## config.mk

```make
export PLATFORM = sky130hd
export DESIGN_NAME = fp_div_seq
export DESIGN_NICKNAME = d
export VERILOG_FILES = /design/src/rtl/fp_div_seq_pkg.sv /design/src/rtl/fp_div_seq_step.sv /design/src/rtl/fp_div_seq.sv
export SDC_FILE = /design/constraint.sdc
export NUM_CORES = 1
export LEC_CHECK = 0
export CORE_MARGIN = 3
export CORE_UTILIZATION = 48
export DETAILED_ROUTE_END_ITERATION = 10
export PLACE_DENSITY_LB_ADDON = 0.1
export SETUP_SLACK_MARGIN = 0.05
export SLEW_MARGIN = 20
export SYNTH_ARGS = -nofsm -noshare
export SYNTH_HDL_FRONTEND = slang
export SYNTH_SLANG_ARGS = --single-unit
export TNS_END_PERCENT = 100
```

## constraint.sdc

```tcl
create_clock -name clk -period 4.7 [get_ports clk]
set_input_delay 1.41 -clock clk [delete_from_list [all_inputs] [get_ports clk]]
set_output_delay 1.41 -clock clk [all_outputs]
set_load 0.005 [all_outputs]
```

## src/rtl/fp_div_seq_pkg.sv

```systemverilog
// Shared definitions for the sequential signed fixed-point divider.
//   FP_MAX / FP_MIN : saturation limits of the 32-bit S15.16 format
//   fp_div_state_t  : divider controller states
//   fp_div_status_t : per-result status flags {ovf, dbz}
//   fp_abs          : unsigned magnitude of a 32-bit signed value (MIN -> 2^31)
package fp_div_seq_pkg;

  localparam logic [31:0] FP_MAX = 32'h7FFF_FFFF;
  localparam logic [31:0] FP_MIN = 32'h8000_0000;

  typedef enum logic [1:0] {
    ST_IDLE = 2'd0,
    ST_CALC = 2'd1,
    ST_DONE = 2'd2
  } fp_div_state_t;

  typedef struct packed {
    logic ovf;
    logic dbz;
  } fp_div_status_t;

  function automatic logic [31:0] fp_abs(input logic signed [31:0] x);
    logic [31:0] r;
    r = x[31] ? (~x + 32'd1) : x;
    return r;
  endfunction

endpackage

```

## src/rtl/fp_div_seq_step.sv

```systemverilog
// One combinational restoring-division iteration.
//   i_rem : partial remainder (always < i_div)
//   i_div : divisor magnitude
//   i_bit : next dividend bit shifted into the remainder
//   o_rem : next partial remainder
//   o_q   : resolved quotient bit
module fp_div_seq_step
  import fp_div_seq_pkg::*;
#(
  parameter int WIDTH = 32
) (
  input  logic [WIDTH-1:0] i_rem,
  input  logic [WIDTH-1:0] i_div,
  input  logic             i_bit,
  output logic [WIDTH-1:0] o_rem,
  output logic             o_q
);

  logic [WIDTH:0]   w_shift;
  logic [WIDTH-1:0] w_diff;

  always_comb begin
    w_shift = {i_rem, i_bit};
    // The shifted remainder is < 2*div, so when it reaches div the
    // difference is < div and fits in WIDTH bits without the carry.
    w_diff  = w_shift[WIDTH-1:0] - i_div;
    o_q     = (w_shift >= {1'b0, i_div});
    o_rem   = o_q ? w_diff : w_shift[WIDTH-1:0];
  end

endmodule

```

## src/rtl/fp_div_seq.sv

```systemverilog
// Sequential signed fixed-point divider: q = (a << FRAC_BITS) / b.
// Resolves RADIX_BITS quotient bits per cycle with a restoring chain,
// truncates toward zero, saturates on overflow and flags divide-by-zero.
//   clk, rst            : clock, synchronous active-high reset
//   in_valid/in_ready   : operand handshake (in_a, in_b, in_tag sampled at accept)
//   out_valid/out_ready : result handshake (out_q, out_tag, out_ovf, out_dbz)
module fp_div_seq
  import fp_div_seq_pkg::*;
#(
  parameter int WIDTH      = 32,
  parameter int FRAC_BITS  = 16,
  parameter int RADIX_BITS = 1,
  parameter int TAG_WIDTH  = 8
) (
  input  logic                 clk,
  input  logic                 rst,
  input  logic                 in_valid,
  output logic                 in_ready,
  input  logic [WIDTH-1:0]     in_a,
  input  logic [WIDTH-1:0]     in_b,
  input  logic [TAG_WIDTH-1:0] in_tag,
  output logic                 out_valid,
  input  logic                 out_ready,
  output logic [WIDTH-1:0]     out_q,
  output logic [TAG_WIDTH-1:0] out_tag,
  output logic                 out_ovf,
  output logic                 out_dbz
);

  localparam int DW = WIDTH + FRAC_BITS;
  localparam int N  = DW / RADIX_BITS;
  localparam int CW = $clog2(N + 1);

  localparam logic [WIDTH-1:0] MAXV = {1'b0, {(WIDTH-1){1'b1}}};
  localparam logic [WIDTH-1:0] MINV = {1'b1, {(WIDTH-1){1'b0}}};
  // Saturation thresholds expressed on the DW-bit quotient magnitude.
  localparam logic [DW-1:0] MAG_MAX = {{(FRAC_BITS+1){1'b0}}, {(WIDTH-1){1'b1}}};
  localparam logic [DW-1:0] MAG_MIN = {{FRAC_BITS{1'b0}}, 1'b1, {(WIDTH-1){1'b0}}};

  function automatic logic [WIDTH-1:0] mag(input logic [WIDTH-1:0] x);
    logic [WIDTH-1:0] r;
    r = x[WIDTH-1] ? (~x + {{(WIDTH-1){1'b0}}, 1'b1}) : x;
    return r;
  endfunction

  // Returns {ovf, q}: applies the sign and clamps to the representable range.
  function automatic logic [WIDTH:0] sat_q(input logic [DW-1:0] qm, input logic neg);
    logic [WIDTH-1:0] lo;
    logic [WIDTH:0]   r;
    lo = qm[WIDTH-1:0];
    if (!neg && (qm > MAG_MAX))     r = {1'b1, MAXV};
    else if (neg && (qm > MAG_MIN)) r = {1'b1, MINV};
    else if (neg)                   r = {1'b0, ~lo + {{(WIDTH-1){1'b0}}, 1'b1}};
    else                            r = {1'b0, lo};
    return r;
  endfunction

  fp_div_state_t        r_state, w_state_nxt;
  logic [CW-1:0]        r_cnt;
  logic [WIDTH-1:0]     r_div;
  logic [WIDTH-1:0]     r_rem;
  logic [DW-1:0]        r_dq;
  logic                 r_sign;
  logic [WIDTH-1:0]     r_q;
  logic [TAG_WIDTH-1:0] r_tag;
  fp_div_status_t       r_stat;

  logic                 w_accept;
  logic                 w_last;
  logic [WIDTH:0]       w_sat;
  logic [WIDTH-1:0]     w_rem [RADIX_BITS+1];
  logic [RADIX_BITS-1:0] w_qbits;
  logic [DW-1:0]        w_dq_nxt;

  assign w_accept = (r_state == ST_IDLE) && in_valid;
  assign w_last   = (r_state == ST_CALC) && (r_cnt == CW'(1));

  // Restoring chain: step k consumes dividend bit DW-1-k; r_dq shifts left
  // so dividend bits leave at the top while quotient bits enter at the bottom.
  assign w_rem[0] = r_rem;
  for (genvar k = 0; k < RADIX_BITS; k++) begin : g_step
    fp_div_seq_step #(.WIDTH(WIDTH)) u_step (
      .i_rem (w_rem[k]),
      .i_div (r_div),
      .i_bit (r_dq[DW-1-k]),
      .o_rem (w_rem[k+1]),
      .o_q   (w_qbits[RADIX_BITS-1-k])
    );
  end

  assign w_dq_nxt = {r_dq[DW-RADIX_BITS-1:0], w_qbits};
  assign w_sat    = sat_q(w_dq_nxt, r_sign);

  always_comb begin
    w_state_nxt = r_state;
    case (r_state)
      ST_IDLE: if (in_valid) w_state_nxt = (in_b == '0) ? ST_DONE : ST_CALC;
      ST_CALC: if (r_cnt == CW'(1)) w_state_nxt = ST_DONE;
      ST_DONE: if (out_ready) w_state_nxt = ST_IDLE;
      default: w_state_nxt = ST_IDLE;
    endcase
  end

  // Control and result registers
  always_ff @(posedge clk) begin
    if (rst) begin
      r_state <= ST_IDLE;
      r_cnt   <= '0;
      r_q     <= '0;
      r_tag   <= '0;
      r_stat  <= '0;
    end else begin
      r_state <= w_state_nxt;
      if (w_accept) begin
        r_tag <= in_tag;
        r_cnt <= CW'(N);
        if (in_b == '0) begin
          r_q    <= in_a[WIDTH-1] ? MINV : MAXV;
          r_stat <= '{ovf: 1'b0, dbz: 1'b1};
        end
      end else if (r_state == ST_CALC) begin
        r_cnt <= r_cnt - CW'(1);
        if (w_last) begin
          r_q    <= w_sat[WIDTH-1:0];
          r_stat <= '{ovf: w_sat[WIDTH], dbz: 1'b0};
        end
      end
    end
  end

  // Iteration datapath
  always_ff @(posedge clk) begin
    if (w_accept) begin
      r_div  <= mag(in_b);
      r_rem  <= '0;
      r_dq   <= {mag(in_a), {FRAC_BITS{1'b0}}};
      r_sign <= in_a[WIDTH-1] ^ in_b[WIDTH-1];
    end else if (r_state == ST_CALC) begin
      r_rem  <= w_rem[RADIX_BITS];
      r_dq   <= w_dq_nxt;
    end
  end

  assign in_ready  = (r_state == ST_IDLE);
  assign out_valid = (r_state == ST_DONE);
  assign out_q     = r_q;
  assign out_tag   = r_tag;
  assign out_ovf   = r_stat.ovf;
  assign out_dbz   = r_stat.dbz;

endmodule

```

Yosys cells after proc, flatten, opt, wreduce, memory -nomap -nowiden
Index checks and enable logic that the tools add are counted.
{"block": "totals", "regBits": 163, "input_bits": 76}
{"block": "op_classes", "n_addsub": 5, "order_cmp": 3, "n_eq_ne": 7, "n_mux": 24, "bitwise": 4, "n_reduce_logical": 12}
{"cell": "2-to-1 mux 32 bit", "n": 8}
{"cell": "adder 32 x 1 -> 32 bit (second input constant)", "n": 3}
{"cell": "2-to-1 mux 48 bit", "n": 2}
{"cell": "inverter 32 bit", "n": 3}
{"cell": "2-to-1 mux 33 bit", "n": 2}
{"cell": "> comparator 48 x 31 -> 1 bit (second input constant)", "n": 1}
{"cell": "> comparator 48 x 32 -> 1 bit (second input constant)", "n": 1}
{"cell": "greater-or-equal comparator 33 x 32 -> 1 bit", "n": 1}
{"cell": "logical NOT 32 bit", "n": 1}
{"cell": "subtractor 32 bit", "n": 1}
{"cell": "2-to-1 mux 31 bit", "n": 1}
{"cell": "2-to-1 mux 2 bit", "n": 8}
{"cell": "2-to-1 mux 6 bit", "n": 2}
{"cell": "equality test 6 x 1 -> 1 bit (second input constant)", "n": 1}
{"cell": "one-hot mux 2 bit (3 select lines)", "n": 1}
{"cell": "AND reduction 3 bit", "n": 2}
{"cell": "subtractor 6 x 1 -> 6 bit (second input constant)", "n": 1}
{"cell": "logical AND 1 bit", "n": 4}
{"cell": "!= test 2 x 1 -> 1 bit (second input constant)", "n": 2}
{"cell": "!= test 2 bit (second input constant)", "n": 2}
{"cell": "nonzero test 2 bit", "n": 2}
{"cell": "equality test 2 x 1 -> 1 bit (second input constant)", "n": 1}
{"cell": "equality test 2 bit (second input constant)", "n": 1}
{"cell": "logical NOT 2 bit", "n": 1}
{"cell": "other kinds (3)", "n": 3}

Depth between registers and ports, before layout
{"block": "depth", "word_depth": 9, "ltp_mapped": 21, "ltp_nobuf": 19}

By module
A second synthesis with hierarchy kept.
{"block": "unflattened", "hier_cells": 1234, "area_unflattened_um2": 10587.7}
{"module": "fp_div_seq", "instances": 1, "cells_each": 911, "area_each_um2": 8256.7, "seq_area_each_um2": 3913.8}
{"module": "fp_div_seq_step", "instances": 1, "cells_each": 323, "area_each_um2": 2331.0, "seq_area_each_um2": 0.0}

Worst setup path before layout
No wires, ideal clock.
{"block": "synth_timing", "kind": "reg2reg", "startpoint": "register r_div[4]", "endpoint": "register r_q[17], in the netlist out_q[17]", "t_arrival_ns": 4.065, "required_ns": 4.641, "path_slack_ns": 0.576, "stages_incl_launch_ff": 21, "n_path_buf": 2, "synth_period_minus_slack_ns": 4.124, "cell_sequence": "edfxtp_1 > inv_1 > ha_1 > or4_1 > o21ai_0 > a31oi_1 > a41o_1 > a31oi_4 > nor2_1 > nor2_1 > clkbuf_1 > ha_1 > nand2_1 > nor3_1 > nand4_1 > a21oi_2 > buf_4 > o21ai_1 > o41ai_1 > a31oi_1 > nand2_1"}
{"block": "synth_via", "elab_chain_len": 9}
{"item": "start, declared", "line_no": "fp_div_seq.sv:60", "source": "logic [WIDTH-1:0] r_div;"}
{"item": "start signal, assigned", "line_no": "fp_div_seq.sv:134", "source": "r_div <= mag(in_b);"}
{"item": "greater-or-equal comparator 33 x 32 -> 1 bit *", "line_no": "fp_div_seq_step.sv:27", "source": "o_q = (w_shift >= {1'b0, i_div});"}
{"item": "inverter 32 bit", "line_no": "fp_div_seq.sv:53", "source": "else if (neg) r = {1'b0, ~lo + {{(WIDTH-1){1'b0}}, 1'b1}};"}
{"item": "adder 32 x 1 -> 32 bit", "line_no": "fp_div_seq.sv:53"}
{"item": "2-to-1 mux 32 bit", "line_no": "fp_div_seq.sv:53"}
{"item": "2-to-1 mux 33 bit", "line_no": "fp_div_seq.sv:52", "source": "else if (neg && (qm > MAG_MIN)) r = {1'b1, MINV};"}
{"item": "2-to-1 mux 33 bit *", "line_no": "fp_div_seq.sv:51", "source": "if (!neg && (qm > MAG_MAX)) r = {1'b1, MAXV};"}
{"item": "2-to-1 mux 32 bit *", "line_no": "fp_div_seq.sv:123", "source": "if (w_last) begin"}
{"item": "2-to-1 mux 32 bit *", "line_no": "fp_div_seq.sv:121", "source": "end else if (r_state == ST_CALC) begin"}
{"item": "2-to-1 mux 32 bit *", "line_no": "fp_div_seq.sv:114", "source": "if (w_accept) begin"}
{"item": "end signal, assigned", "line_no": "fp_div_seq.sv:118", "source": "r_q <= in_a[WIDTH-1] ? MINV : MAXV;"}
{"item": "end signal, assigned", "line_no": "fp_div_seq.sv:124", "source": "r_q <= w_sat[WIDTH-1:0];"}
{"item": "end, declared", "line_no": "fp_div_seq.sv:64", "source": "logic [WIDTH-1:0] r_q;"}
Every way passes the cells marked *; elsewhere a longest branch is shown, timed or not. The select of a mux whose other input is x is not followed.
A chain may end at the register's enable or synchronous reset.

Final worst setup path
{"block": "layout_timing", "startpoint": "register r_div[4]", "endpoint": "register r_q[24], in the netlist out_q[24]"}
Same word-level chain as after synthesis.

==> impl_results.md <==
* Run status: completed
* Max-cap viol count at 0
* Initial antenna violation count at 1
* Slack of the worst reg-to-reg path at 0.36 ns
* Endpoint required time on the critical path at 4.99 ns
* Clock tree from TritonCTS: built
* Biggest fanout along the worst timing path at 7
* Worst IR Drop VDD at 0.284 mV
* Final standard cell area without fillers at 11800 µm²
* Clock-pin slew on the worst setup and hold paths at 0.06 ns
* Number of synthesized register bits at 163
* Number of primary I/O pins at 120
* Max Buffers Root-to-Sink at 2
* Router iterations before antenna repair at 5
* Number of cell instances on the worst register-to-register path at 18
* Library cells used by synthesis at 72
* Tmin final at 4.34 ns
* Total wirelength of the detailed-routed design at 25.6 mm
* Post-cts hold buffer count at 0
* Clock latency of the later-clocked register in the worst-skew pair at 0.43 ns
* Clock tree root driver cell: clkbuf_16
* CP endpoint kind: flip-flop
* Worst endpoint data arrival time at 4.62 ns
* Share of synthesized registers carrying an async set or reset at 0%
* Number of standard cells after synthesis at 1123
* Worst slew margin relative to its limit at 34.1%
* Via count of the first global-routing pass at 8391
* Start-to-end type of the worst setup path: flip-flop to flip-flop
* Die height at 148 µm
* Number of I/O port buffers at 119
* Capture point of the worst reg-to-reg path: out_q[24]$_SDFFE_PP0P_
* Syn. warnings at 0
* DP Wirelength at 18.5 mm
* Row count at 51
* Critical Path Source: r_div[4]$_DFFE_PP_
* Post-synthesis net count at 1237
* Instance area after placement at 11200 µm²
* Post-route clock period utilization at 92.3%
* Global router's overall resource usage at 23.7%
* Cell Area, Synth at 9740 µm²
* Static power due to leakage at 0.00449 µW
* End of the critical path: out_q[24]$_SDFFE_PP0P_
* Remaining DRCs at 0
* Clock tree skew after final layout at 0.00794 ns
* H-tree levels at 4
* Avg Synthesized Cell Area at 8.67 µm²
* Clock sink count at 163
* Number of DRC markers in iteration 0 at 598
* Global-route wire length before repair at 42.2 mm
* Pin count of the biggest net entering global routing at 64
* Vias after detailed routing at 8679
* Final number of setup-violating endpoints at 0
* Power density normalized to cell area at 413 nW/µm²
* Unrepaired setup endpoints after global routing: yes
* Post-CTS Resized at 0
* Number of buffers inserted by post-CTS setup repair at 0
* Startpoint of the worst register-to-register path: r_div[4]$_DFFE_PP_
* Synth Flop Type: dfxtp_1
* Final Max Tran Viols at 0
* Hold Slack at 0.451 ns
* Relative area change from synthesis to final layout at 21.2%
* Sequential area share after synthesis at 40.2%
* Initial standard-cell utilization of the core at 49.4%
* Post-DR vias/cell at 5.77
* Worst setup SP type: flip-flop
* Type of the worst min-delay path: flip-flop to flip-flop
* Average routed wire per standard cell at 17.0 µm
* Total Neg Setup Slack at 0 ns
* Core ar. at 19700 µm²
* Peak Freq at 231 MHz
* Die Area at 22000 µm²
* Clock buffer count from CTS at 17
* Slew @ Worst Pin at 0.988 ns
* Proportion of layout cells with a drive suffix above 1 at 6.38%
* DIE WIDTH at 148 µm
* Post-layout net count at 1341
* Number of hold violations in the final report at 0
* Routability cong. at 0.871
* Total overflow reported by the global router at 0
* Post-synth EDFFs at 65
* Residual antenna-violating net count after detailed routing at 0
==> cells in the mapped netlist (21+ instances only) <==
cell / instances / area, µm²
inv_1: 48 / 180
a21o_1: 21 / 158
nand2_1: 151 / 567
xor2_1: 48 / 420
nor2_1: 50 / 188
clkbuf_1: 45 / 169
a21oi_1: 77 / 385
dfxtp_1: 98 / 1960
nor3_1: 33 / 165
ha_1: 37 / 463
xnor2_1: 49 / 429
o31ai_1: 30 / 225
o21ai_0: 109 / 546
edfxtp_1: 65 / 1950
==> cells in the final DEF (no fill, tap or decap), types with 15 or more instances in the layout <==
cell             Yosys  routed
nor2_1              50      50
nor3_1              33      32
nand2_1            151     149
a22o_1              15      15
dfxtp_1             98      98
edfxtp_1            65      65
a21o_1              21      21
nand3_1             19      19
buf_4                1      22
clkbuf_16            0      17
a22oi_1             19      19
xnor2_1             49      49
nand2b_1            18      18
inv_1               48      48
o31ai_1             30      30
ha_1                37      37
o21ai_0            109     109
clkdlybuf4s50_1      0     119
a21oi_1             77      77
xor2_1              48      48
==> area by class of cell <==
cell class,count,area (µm²)
fillers,1776,7910
diodes,1,2.50
clock buffers,20,437
flip-flops and latches,163,3910
repair buffers,141,1360
multi-input cells,854,5440
inverters,50,188
well taps,265,332
clock inverters,11,136
==> sequential cells by signal (all words and copies together), names as in the netlist <==
name and count:
out_q 32, r_rem 32, r_state 2, r_cnt 6, r_div 32, r_sign 1, out_ovf 1, r_dq 48
out_dbz 1, out_tag 8
==> how the worst min path moves through the flow <==
stage	start	cells past startpoint	endpoint
global placement	out_q[0]$_SDFFE_PP0P_	2	out_q[0]$_SDFFE_PP0P_
global route	out_q[0]$_SDFFE_PP0P_	2	out_q[0]$_SDFFE_PP0P_
detailed placement	out_q[2]$_SDFFE_PP0P_	2	out_q[2]$_SDFFE_PP0P_
CTS	out_q[2]$_SDFFE_PP0P_	2	out_q[2]$_SDFFE_PP0P_
floorplan	r_rem[1]$_SDFFE_PP0P_	2	r_rem[1]$_SDFFE_PP0P_
finish	out_q[2]$_SDFFE_PP0P_	2	out_q[2]$_SDFFE_PP0P_
==> cells by family (layout without fill, tap and decap cells) <==
family          after synthesis  after routing  share of synthesized area, %
simple gates                363            363                          18.3
mux                           3              3                         0.308
other cells                   0              1                             0
fa+ha+maj                    38             38                          4.96
buf+inv                     106            222                          4.32
flops                       163            163                          40.2
xor+xnor                     97             97                          8.73
compound gates              353            353                          23.2
==> through the flow <==
stage | utilization [%] | std cells | total power [µW] | setup WS [ns]
final | 59.9 | 1505 | 4870 | 0.362
after floorplan | - | 1123 | 3020 | 0.576
after detailed placement | 56.9 | 1473 | 3480 | 0.0680
after global routing | 59.9 | 1505 | 5190 | 0.0379
after global placement | 56.8 | 1473 | 3470 | 0.155
after CTS | 59.8 | 1504 | 4880 | 0.268
==> worst max-delay path, stage by stage (launching register included) <==
cell	delay (ns)
edfxtp_1	0.32
inv_1	0.04
ha_1	0.36
or4_1	0.53
o21ai_0	0.09
a31oi_1	0.12
a41o_1	0.37
a31oi_4	0.23
nor2_1	0.09
nor2_1	0.15
ha_1	0.29
nand2_1	0.16
nor2_1	0.12
nand2_1	0.16
nand2b_1	0.22
nor3_1	0.16
nor3_1	0.06
a2111oi_1	0.63
nor3_1	0.08
==> power by group <==
group | switching (µW) | internal [µW]
registers | 157 | 1670
logic | 972 | 687
clock network | 561 | 828
==> metal layers <==
metal	track usage [%]	part of all wire, %
met3	4.72	4.9
met5	0	0
met2	39.0	48
met1	32.2	46
met4	5.91	1.4
Power figures use the tool's default switching activity.
